<file path="src/rtl/irq_sched_pkg.sv">
// ============================================================================
// Module      : irq_sched_pkg
// Description : Shared constants, types and helpers for the interrupt
//               scheduler (3 buses x 9 channels).
// Revision    : 1.0 - initial release
// ============================================================================
`default_nettype none

package irq_sched_pkg;

    localparam int NCH  = 9;    // channels per bus
    localparam int NBUS = 3;    // buses A/B/C
    localparam int CW   = 4;    // channel index width
    localparam int TMO  = 255;  // PRESENT cycles without ack before timeout
    localparam int TW   = 8;    // timeout counter width

    localparam logic [1:0]    BUS_A    = 2'd0;
    localparam logic [1:0]    BUS_B    = 2'd1;
    localparam logic [1:0]    BUS_C    = 2'd2;
    localparam logic [TW-1:0] TMO_LAST = TW'(TMO - 1);
    localparam logic [TW-1:0] CNT_MAX  = {TW{1'b1}};

    typedef enum logic [1:0] {
        IDLE    = 2'd0,
        PRESENT = 2'd1,
        GAP     = 2'd2
    } state_t;

    typedef logic [NBUS-1:0][NCH-1:0] pend_t;

    // Next bus in the circular order A -> B -> C -> A
    function automatic logic [1:0] bus_inc(input logic [1:0] b);
        return (b == BUS_C) ? BUS_A : (b + 2'd1);
    endfunction

    // Index of the lowest set bit; 0 when no bit is set
    function automatic logic [CW-1:0] lowest_idx(input logic [NCH-1:0] v);
        logic [CW-1:0] idx;
        idx = '0;
        for (int i = NCH - 1; i >= 0; i--) begin
            if (v[i]) begin
                idx = CW'(i);
            end
        end
        return idx;
    endfunction

    // One-hot {C,B,A} to bus index
    function automatic logic [1:0] bus_idx(input logic [NBUS-1:0] oh);
        logic [1:0] b;
        if (oh[BUS_C]) begin
            b = BUS_C;
        end else if (oh[BUS_B]) begin
            b = BUS_B;
        end else begin
            b = BUS_A;
        end
        return b;
    endfunction

endpackage

`default_nettype wire

</file>
<file path="src/rtl/irq_prio_pick.sv">
// ============================================================================
// Module      : irq_prio_pick
// Description : Combinational winner selection. Buses are scanned starting
//               at start_bus and wrapping; inside a bus the lowest channel
//               index wins.
// Revision    : 1.0 - initial release
// ============================================================================
`default_nettype none

module irq_prio_pick
    import irq_sched_pkg::*;
(
    input  pend_t              eligible,
    input  logic [1:0]         start_bus,
    output logic               any,
    output logic [NBUS-1:0]    bus,
    output logic [CW-1:0]      chan
);

    logic [1:0] sel;

    // Walk the buses in priority order and stop at the first non-empty one
    always_comb begin
        any  = 1'b0;
        bus  = '0;
        chan = '0;
        sel  = (start_bus > BUS_C) ? BUS_A : start_bus;
        for (int k = 0; k < NBUS; k++) begin
            if (!any && (|eligible[sel])) begin
                any      = 1'b1;
                bus[sel] = 1'b1;
                chan     = lowest_idx(eligible[sel]);
            end
            sel = bus_inc(sel);
        end
    end

endmodule

`default_nettype wire

</file>
<file path="src/rtl/irq_sched_ctrl.sv">
// ============================================================================
// Module      : irq_sched_ctrl
// Description : Interrupt scheduler. Latches request pulses into sticky
//               pending bits, masks them with a shared channel enable,
//               presents one winner on a valid/ack handshake and clears it
//               on acknowledge. A presentation that is not acknowledged
//               within TMO cycles is withdrawn with an irq_tmo pulse.
//               Build option IRQ_SCHED_ROUND_ROBIN_EN rotates the starting
//               bus after every acknowledged grant; without it the bus
//               order is fixed A > B > C.
// Revision    : 1.0 - initial release
// ============================================================================
`default_nettype none

module irq_sched_ctrl
    import irq_sched_pkg::*;
(
    input  logic            clk,
    input  logic            rst_n,
    input  logic [NCH-1:0]  req_a,
    input  logic [NCH-1:0]  req_b,
    input  logic [NCH-1:0]  req_c,
    input  logic [NCH-1:0]  chan_en,
    input  logic            clr_all,
    input  logic            irq_ack,
    output logic            irq_valid,
    output logic [NBUS-1:0] irq_bus,
    output logic [CW-1:0]   irq_chan,
    output logic            irq_tmo
);

    // ------------------------------------------------------------------
    // State
    // ------------------------------------------------------------------
    state_t           state_q, state_d;
    pend_t            pend_q, pend_d;
    logic             valid_q, valid_d;
    logic [NBUS-1:0]  bus_q, bus_d;
    logic [CW-1:0]    chan_q, chan_d;
    logic             tmo_q, tmo_d;
    logic [TW-1:0]    tmo_cnt_q, tmo_cnt_d;

    // ------------------------------------------------------------------
    // Combinational helpers
    // ------------------------------------------------------------------
    pend_t            w_req;
    pend_t            w_eligible;
    pend_t            w_clr_mask;
    logic [1:0]       w_start_bus;
    logic             w_pick_any;
    logic [NBUS-1:0]  w_pick_bus;
    logic [CW-1:0]    w_pick_chan;
    logic             w_ack;
    logic             w_timeout;
    logic [1:0]       w_grant_idx;
    logic [NCH-1:0]   w_one;

    assign w_req       = {req_c, req_b, req_a};
    assign w_one       = {{(NCH-1){1'b0}}, 1'b1};
    assign w_grant_idx = bus_idx(bus_q);

    // Acks only count while presenting; clr_all overrides everything
    assign w_ack     = (state_q == PRESENT) && irq_ack && !clr_all;
    assign w_timeout = (state_q == PRESENT) && !irq_ack && !clr_all
                       && (tmo_cnt_q == TMO_LAST);

    generate
        for (genvar b = 0; b < NBUS; b++) begin : g_elig
            assign w_eligible[b] = pend_q[b] & chan_en;
        end
    endgenerate

`ifdef IRQ_SCHED_ROUND_ROBIN_EN
    logic [1:0] rr_ptr_q, rr_ptr_d;

    assign w_start_bus = rr_ptr_q;

    // Round-robin pointer: follows acknowledged grants, cleared by clr_all
    always_comb begin
        rr_ptr_d = rr_ptr_q;
        if (clr_all) begin
            rr_ptr_d = BUS_A;
        end else if (w_ack) begin
            rr_ptr_d = bus_inc(w_grant_idx);
        end
    end

    // Round-robin pointer register
    always_ff @(posedge clk or negedge rst_n) begin
        if (!rst_n) begin
            rr_ptr_q <= BUS_A;
        end else begin
            rr_ptr_q <= rr_ptr_d;
        end
    end
`else
    assign w_start_bus = BUS_A;
`endif

    irq_prio_pick u_pick (
        .eligible  (w_eligible),
        .start_bus (w_start_bus),
        .any       (w_pick_any),
        .bus       (w_pick_bus),
        .chan      (w_pick_chan)
    );

    // Pending bits: new requests always win over a same-edge clear
    always_comb begin
        w_clr_mask = '0;
        if (clr_all) begin
            w_clr_mask = '1;
        end else if (w_ack) begin
            w_clr_mask[w_grant_idx] = w_one << chan_q;
        end
        pend_d = (pend_q & ~w_clr_mask) | w_req;
    end

    // FSM state register and all datapath flops
    always_ff @(posedge clk or negedge rst_n) begin
        if (!rst_n) begin
            state_q   <= IDLE;
            pend_q    <= '0;
            valid_q   <= 1'b0;
            bus_q     <= '0;
            chan_q    <= '0;
            tmo_q     <= 1'b0;
            tmo_cnt_q <= '0;
        end else begin
            state_q   <= state_d;
            pend_q    <= pend_d;
            valid_q   <= valid_d;
            bus_q     <= bus_d;
            chan_q    <= chan_d;
            tmo_q     <= tmo_d;
            tmo_cnt_q <= tmo_cnt_d;
        end
    end

    // FSM next state: IDLE -> PRESENT -> GAP -> IDLE, clr_all forces IDLE
    always_comb begin
        state_d = state_q;
        if (clr_all) begin
            state_d = IDLE;
        end else begin
            case (state_q)
                IDLE:    state_d = w_pick_any ? PRESENT : IDLE;
                PRESENT: state_d = (w_ack || w_timeout) ? GAP : PRESENT;
                GAP:     state_d = IDLE;
                default: state_d = IDLE;
            endcase
        end
    end

    // FSM outputs: winner is captured on entry to PRESENT and held until exit
    always_comb begin
        valid_d   = valid_q;
        bus_d     = bus_q;
        chan_d    = chan_q;
        tmo_d     = 1'b0;
        tmo_cnt_d = tmo_cnt_q;
        if (clr_all) begin
            valid_d   = 1'b0;
            bus_d     = '0;
            chan_d    = '0;
            tmo_cnt_d = '0;
        end else begin
            case (state_q)
                IDLE: begin
                    if (w_pick_any) begin
                        valid_d   = 1'b1;
                        bus_d     = w_pick_bus;
                        chan_d    = w_pick_chan;
                        tmo_cnt_d = '0;
                    end
                end
                PRESENT: begin
                    if (w_ack || w_timeout) begin
                        valid_d = 1'b0;
                        bus_d   = '0;
                        chan_d  = '0;
                        tmo_d   = w_timeout;
                    end else if (tmo_cnt_q != CNT_MAX) begin
                        tmo_cnt_d = tmo_cnt_q + 1'b1;
                    end
                end
                default: begin
                    valid_d = 1'b0;
                    bus_d   = '0;
                    chan_d  = '0;
                end
            endcase
        end
    end

    assign irq_valid = valid_q;
    assign irq_bus   = bus_q;
    assign irq_chan  = chan_q;
    assign irq_tmo   = tmo_q;

endmodule

`default_nettype wire

</file>
<file path="config.mk">
export PLATFORM = sky130hd
export DESIGN_NAME = irq_sched_ctrl
export DESIGN_NICKNAME = d
export VERILOG_FILES = /design/src/rtl/irq_sched_pkg.sv /design/src/rtl/irq_prio_pick.sv /design/src/rtl/irq_sched_ctrl.sv
export SDC_FILE = /design/constraint.sdc
export NUM_CORES = 1
export LEC_CHECK = 0
export CORE_MARGIN = 2
export CORE_UTILIZATION = 44
export DETAILED_ROUTE_END_ITERATION = 8
export PLACE_DENSITY_LB_ADDON = 0.1
export SETUP_SLACK_MARGIN = 0.05
export SLEW_MARGIN = 20
export SYNTH_ARGS = -nofsm -noshare
export SYNTH_HDL_FRONTEND = slang
export SYNTH_SLANG_ARGS = --single-unit
</file>
<file path="constraint.sdc">
create_clock -name clk -period 2.9 [get_ports clk]
set_clock_uncertainty 0.15 [all_clocks]
set_input_delay 0.29 -clock clk [delete_from_list [all_inputs] [get_ports clk]]
set_output_delay 0.29 -clock clk [all_outputs]
set_load 0.01 [all_outputs]
</file>
==> flow_summary.toml, run 1 <==
[outcome]
status = "finished clean"

[worst_setup_path]
crit_chain = "clkdlybuf4s50_1 -> a22oi_2 -> nand4_1 -> a21oi_2 -> nand4_2 -> o21a_4 -> mux2_4"
regToRegSetupSlack_ps = 810
path_buf_inv = 1
cp-end-kind = "flop"
crit_end = "tmo_cnt_q[1]"
crit_slowest_cell = "clkdlybuf4s50_1"
crit_family = "compound AO/OA/AOI/OAI gates"
path_class = "primary input to flop"
cp.arrival_ps = 2290
rr_startpoint = "pend_q[0]"
ff2ff_path_depth = 6
startpoint_type = "primary input"
critPathRequiredTime_ps = 2950
cp_num_cells = 7
startpoint = "chan_en[1]"
max_stage_delay_ps = 560
r2r_end = "tmo_cnt_q[1]"
cp_max_fo = 8

[drt]
vias = 2274
wl_um = 6640
via_per_inst = 5.82
antenna_left = 0
drt_pass1_iterations = 4
drc = 0
drt_iter0_drc = 161
wl_per_cell_um = 17.0

[logic_synthesis]
netlist.area_leader.share = 0.456
ys_top_cells_by_count = "60 x nand2_1, 46 x dfrtp_1, 25 x a31o_2"
synth_xor_xnor_area_share = 0
ys_top_cells_by_area = "dfrtp_1 46%, nand2_1 8.9%, a31o_2 8.7%"
synth_edf_count = 0
syn_nets = 304
synthArstFlopShare = 1.00
yosys.area.top_type = "dfrtp_1"
yosysMostFrequentCell = "nand2_1"
synth_top_family_by_area = "compound AO/OA/AOI/OAI gates"
synth-compound-area-share = 0.292
muxShareOfSynthArea = 0.00992
syn_inst = 262
syn_avg_cell_area_um2 = 9.63
synth_fa_ha_area_frac = 0.00992
ys_ff_latch = 46
ys_warn_count = 0
synth_area_um2 = 2520
synth.distinct_cells = 47
synth_simple_gate_area_frac = 0.215
ys_seq_area_frac = 0.456
ys.flop_type = "dfrtp_1"

[power_and_ir_drop]
peakVddDrop_mv = 0.265
power_frac_clock = 0.377
power_leakage_nw = 1.27
power_density_nw_per_um2 = 484
seq_power_share = 0.456
cell_internal_pwr_mw = 1.18
p_switching_mw = 0.397
swShare = 0.252
comb_power_share = 0.167

[min_path]
hold_path.class = "flop to flop"

[global_routing]
grt_pass1_wl_um = 10700
grt-ovfl-total = 0
grt_usage = 0.224
first_global_vias = 2091
antenna_found_initial = 0
grt_max_degree = 47
met1_usage = 0.338
grtUsageMet2 = 0.328
busiest_layer = "met1"
use_met3 = 0.0385

[layout]
area_delta_synth_final_pct = 29.1
final_util = 0.591
final_layout_size_suffix_gt1_frac = 0.185
n_fill_cell = 507
finalNetCount = 360
diodes = 0
final_cells = 391

[place]
portBuffers = 48
gp_congestion = 0.852
place_inst = 382
place_hpwl_um = 5060
place_ws_ps = 369

[sta]
max_freq_mhz = 447
finalHoldViolations = 0
slew_viol_final = 0
setup_ws_ps = 664
finalCritPeriodShare = 0.771
worst_slew_pin_slew_ps = 738
setup_viol_count_final = 0
slew_headroom = 0.504
setup_tns_ps = 0
period_minus_slack_ps = 2240
rsz0062_at_grt = "no"
hold_slack_ps = 335

[floorplan]
start_util = 0.458
pin_count = 49
die_x_um = 79.7
num_rows = 27
dieHeight_um = 79.7
dieArea_um2 = 6350
core_um2 = 5510

[clock_tree]
cts-htree-levels = 2
cts.path.max_buffers = 2
clkTransAtPathRegs_ps = 90
clk_latency_ps = 310
clock_sinks = 46
cts_resized = 0
cts-hold-fix-buffers = 0
clock-root-buffer = "clkbuf_8"
postCtsSetupBuffers = 0
cts_tree = "done"
cts_buffers = 5

[job]
maxCapViolations = 0
==> area by class of cell <==
cell class | instances | area (um^2) | area share
multi-input cells | 205 | 1330 | 0.408
flip-flops and latches | 46 | 1150 | 0.353
repair buffers | 53 | 518 | 0.159
well taps | 72 | 90.1 | 0.0277
clock buffers | 6 | 82.6 | 0.0254
clock inverters | 2 | 60.1 | 0.0184
inverters | 7 | 26.3 | 0.00807
==> state kept, by name, summed over array words and instances, names as in the netlist <==
signal and count:
pend_q 27, tmo_cnt_q 8, irq_chan 4, irq_bus 3, state_q 2, irq_tmo 1
irq_valid 1
==> per-layer routing <==
| layer | routed length (um) | up-vias |
|---|---|---|
| met1 | 3290 | 1097 |
| met5 | 0 | - |
| met2 | 2910 | 72 |
| met3 | 372 | 6 |
| met4 | 72 | 0 |
| li1 | - | 1099 |
==> through the flow <==
stage,cell area [um^2],power [mW]
2_1_floorplan,2520,0.852
3_3_place_gp,3100,0.991
3_5_place_dp,3100,0.993
4_1_cts,3240,1.59
5_1_grt,3260,1.65
6_report,3260,1.58
==> placed cells by master, fill, tap and decap left out, drive strengths merged, types with 4 or more instances in the layout <==
cell type	netlist	final
nand2	60	60
clkdlybuf4s50	0	47
dfrtp	46	46
a31o	27	27
nor2	16	16
a22oi	12	12
nor3	10	10
a21oi	9	9
o21ai	9	9
nand3	7	7
inv	6	6
a31oi	6	6
clkbuf	3	6
buf	1	5
a22o	4	4
nand2b	4	4
o2bb2ai	4	4
o21a	4	4
==> power groups by stage <==
stage | Combinational (mW) | Sequential, mW | Clock (mW)
2_1_floorplan | 0.129 | 0.723 | 0
3_5_place_dp | 0.262 | 0.731 | 0
5_1_grt | 0.290 | 0.725 | 0.630
6_report | 0.264 | 0.720 | 0.594
3_3_place_gp | 0.260 | 0.731 | 0
4_1_cts | 0.263 | 0.719 | 0.604
==> how the worst min path moves through the flow <==
stage,startpoint,endpoint,slack (ps),depth (start not counted)
after floorplan,rst_n,irq_bus[0],-160,0
after global placement,irq_valid,irq_valid,310,1
after detailed placement,irq_valid,irq_valid,330,1
after CTS,rst_n,tmo_cnt_q[3],40,1
after global routing,irq_valid,irq_valid,370,1
final,irq_valid,irq_valid,330,1
==> kinds of logic after synthesis <==
kind of cell    count (synthesis)
simple gates                  113
fa+ha+maj                       2
flops                          46
compound gates                 88
mux                             2
buf+inv                        11
Power figures use the tool's default switching activity.
==> inputs of run 2 (changes only) <==
Clock period 2.9 ns to 2.1 ns, I/O delays scaled along.
==> run 2 against run 1 <==
  * Cell count is 10% higher
  * Largest cell class unchanged
  * Largest power group unchanged
  * Sequential power is 39% higher
  * Combinational power is 62% higher
  * Critical path type unchanged
  * Highest routed layer unchanged
==> flow_summary.toml, run 2 (synthesized netlist as in run 1, its figures left out) <==
[worst_setup_path]
cp-end-kind = "flop"
crit_slowest_cell = "clkdlybuf4s50_1"
crit_family = "compound AO/OA/AOI/OAI gates"
path_class = "primary input to flop"
path_buf_inv = 2
crit_chain = "clkdlybuf4s50_1 -> a22oi_2 -> nand4_1 -> a21oi_2 -> nand4_2 -> o21a_4 -> buf_4 -> a31oi_1"
cp.arrival_ps = 2020
startpoint_type = "primary input"
cp_num_cells = 8
ff2ff_path_depth = 7
max_stage_delay_ps = 510
critPathRequiredTime_ps = 2170
cp_max_fo = 7

[global_routing]
grt_pass1_wl_um = 11900
first_global_vias = 2324
grt_max_degree = 47
grt-ovfl-total = 0
antenna_found_initial = 0
grt_usage = 0.250

[power_and_ir_drop]
power_frac_clock = 0.316
seq_power_share = 0.479
total_power_mw = 2.08
power_density_nw_per_um2 = 587
swShare = 0.265
p_switching_mw = 0.552
cell_internal_pwr_mw = 1.53
power_leakage_nw = 1.46
peakVddDrop_mv = 0.354
comb_power_share = 0.205

[floorplan]
start_util = 0.458
dieHeight_um = 79.7
dieArea_um2 = 6350
core_um2 = 5510
pin_count = 49
die_x_um = 79.7
num_rows = 27

[drt]
antenna_left = 0
drc = 0
wl_per_cell_um = 17.0
vias = 2433
wl_um = 7330
drt_pass1_iterations = 4
drt_iter0_drc = 172
via_per_inst = 5.66

[place]
place_ws_ps = -159
place_inst = 421
place_area_um2 = 3420
place_hpwl_um = 5560
gp_congestion = 0.883
portBuffers = 48

[sta]
hold_slack_ps = 264
setup_ws_ps = 145
finalCritPeriodShare = 0.931
rsz0062_at_grt = "yes"
worst_slew_pin_slew_ps = 579
period_minus_slack_ps = 1960
max_freq_mhz = 511
slew_headroom = 0.609
setup_viol_count_final = 0
finalHoldViolations = 0
slew_viol_final = 0
setup_tns_ps = 0

[layout]
final_area_um2 = 3550
final_util = 0.645
diodes = 0
final_cells = 430
final_layout_size_suffix_gt1_frac = 0.271
finalNetCount = 399
area_delta_synth_final_pct = 40.7
layout_commonest_cell = "nand2_1"
regMostFlops = "pend_q"
layout_common_cells = "60 x nand2_1, 47 x clkdlybuf4s50_1, 46 x dfrtp_1"
largest_reg_flops = 27

[clock_tree]
clk_latency_ps = 290
postCtsSetupBuffers = 0
cts_buffers = 5
clock_sinks = 46
cts-htree-levels = 2
cts.path.max_buffers = 2
cts_tree = "done"
clock-root-buffer = "clkbuf_8"
clkTransAtPathRegs_ps = 90

[min_path]
hold_path.class = "primary input to asynchronous set/reset pin"

[outcome]
status = "finished clean"

[job]
maxCapViolations = 0
## run 2: routing by layer
metal  GRT usage  vias up  wire (um)
li1            -     1176          -
met1       0.374     1172       3550
met2       0.382       80       3320
met3      0.0441        5        412
met4      0.0466        0         53
met5           0        -          0
## run 2: layout make-up
type                    count  area [um^2]
clock buffers               7         76.3
clock inverters             1         30.0
fillers                   479         1960
inverters                   7         26.3
multi-input cells         205         1340
flip-flops and latches     46         1150
well taps                  72         90.1
repair buffers             92          833
## run 2: worst min-delay path, cell delays in order
cell and delay [ps]:
dlygate4sd3_1 520, buf_2 120, buf_12 250
## run 2: power groups by stage
stage,logic [mW],registers [mW],clock network [mW]
floorplan,0.178,0.998,0
global placement,0.424,1.01,0
detailed placement,0.426,1.01,0
CTS,0.430,0.996,0.666
global route,0.469,1.01,0.712
finish,0.428,0.998,0.658
## run 2: worst paths after layout
kind	startpoint	endpoint	slack [ps]
min in group clk	req_a[2]	pend_q[2]	330
min reg2reg	irq_valid	irq_valid	340
max reg2reg	pend_q[6]	tmo_cnt_q[7]	170
min	rst_n	irq_bus[1]	260
max in group asynchronous	rst_n	pend_q[23]	1310
max	chan_en[6]	tmo_cnt_q[7]	140
## run 2: timing repair
item / 4_1_cts / 5_1_grt
hold buffers: 1 / 0
resized for setup: 0 / 2
hold endpoints to repair: 46 / 0
endpoints found under the setup margin: 0 / 9
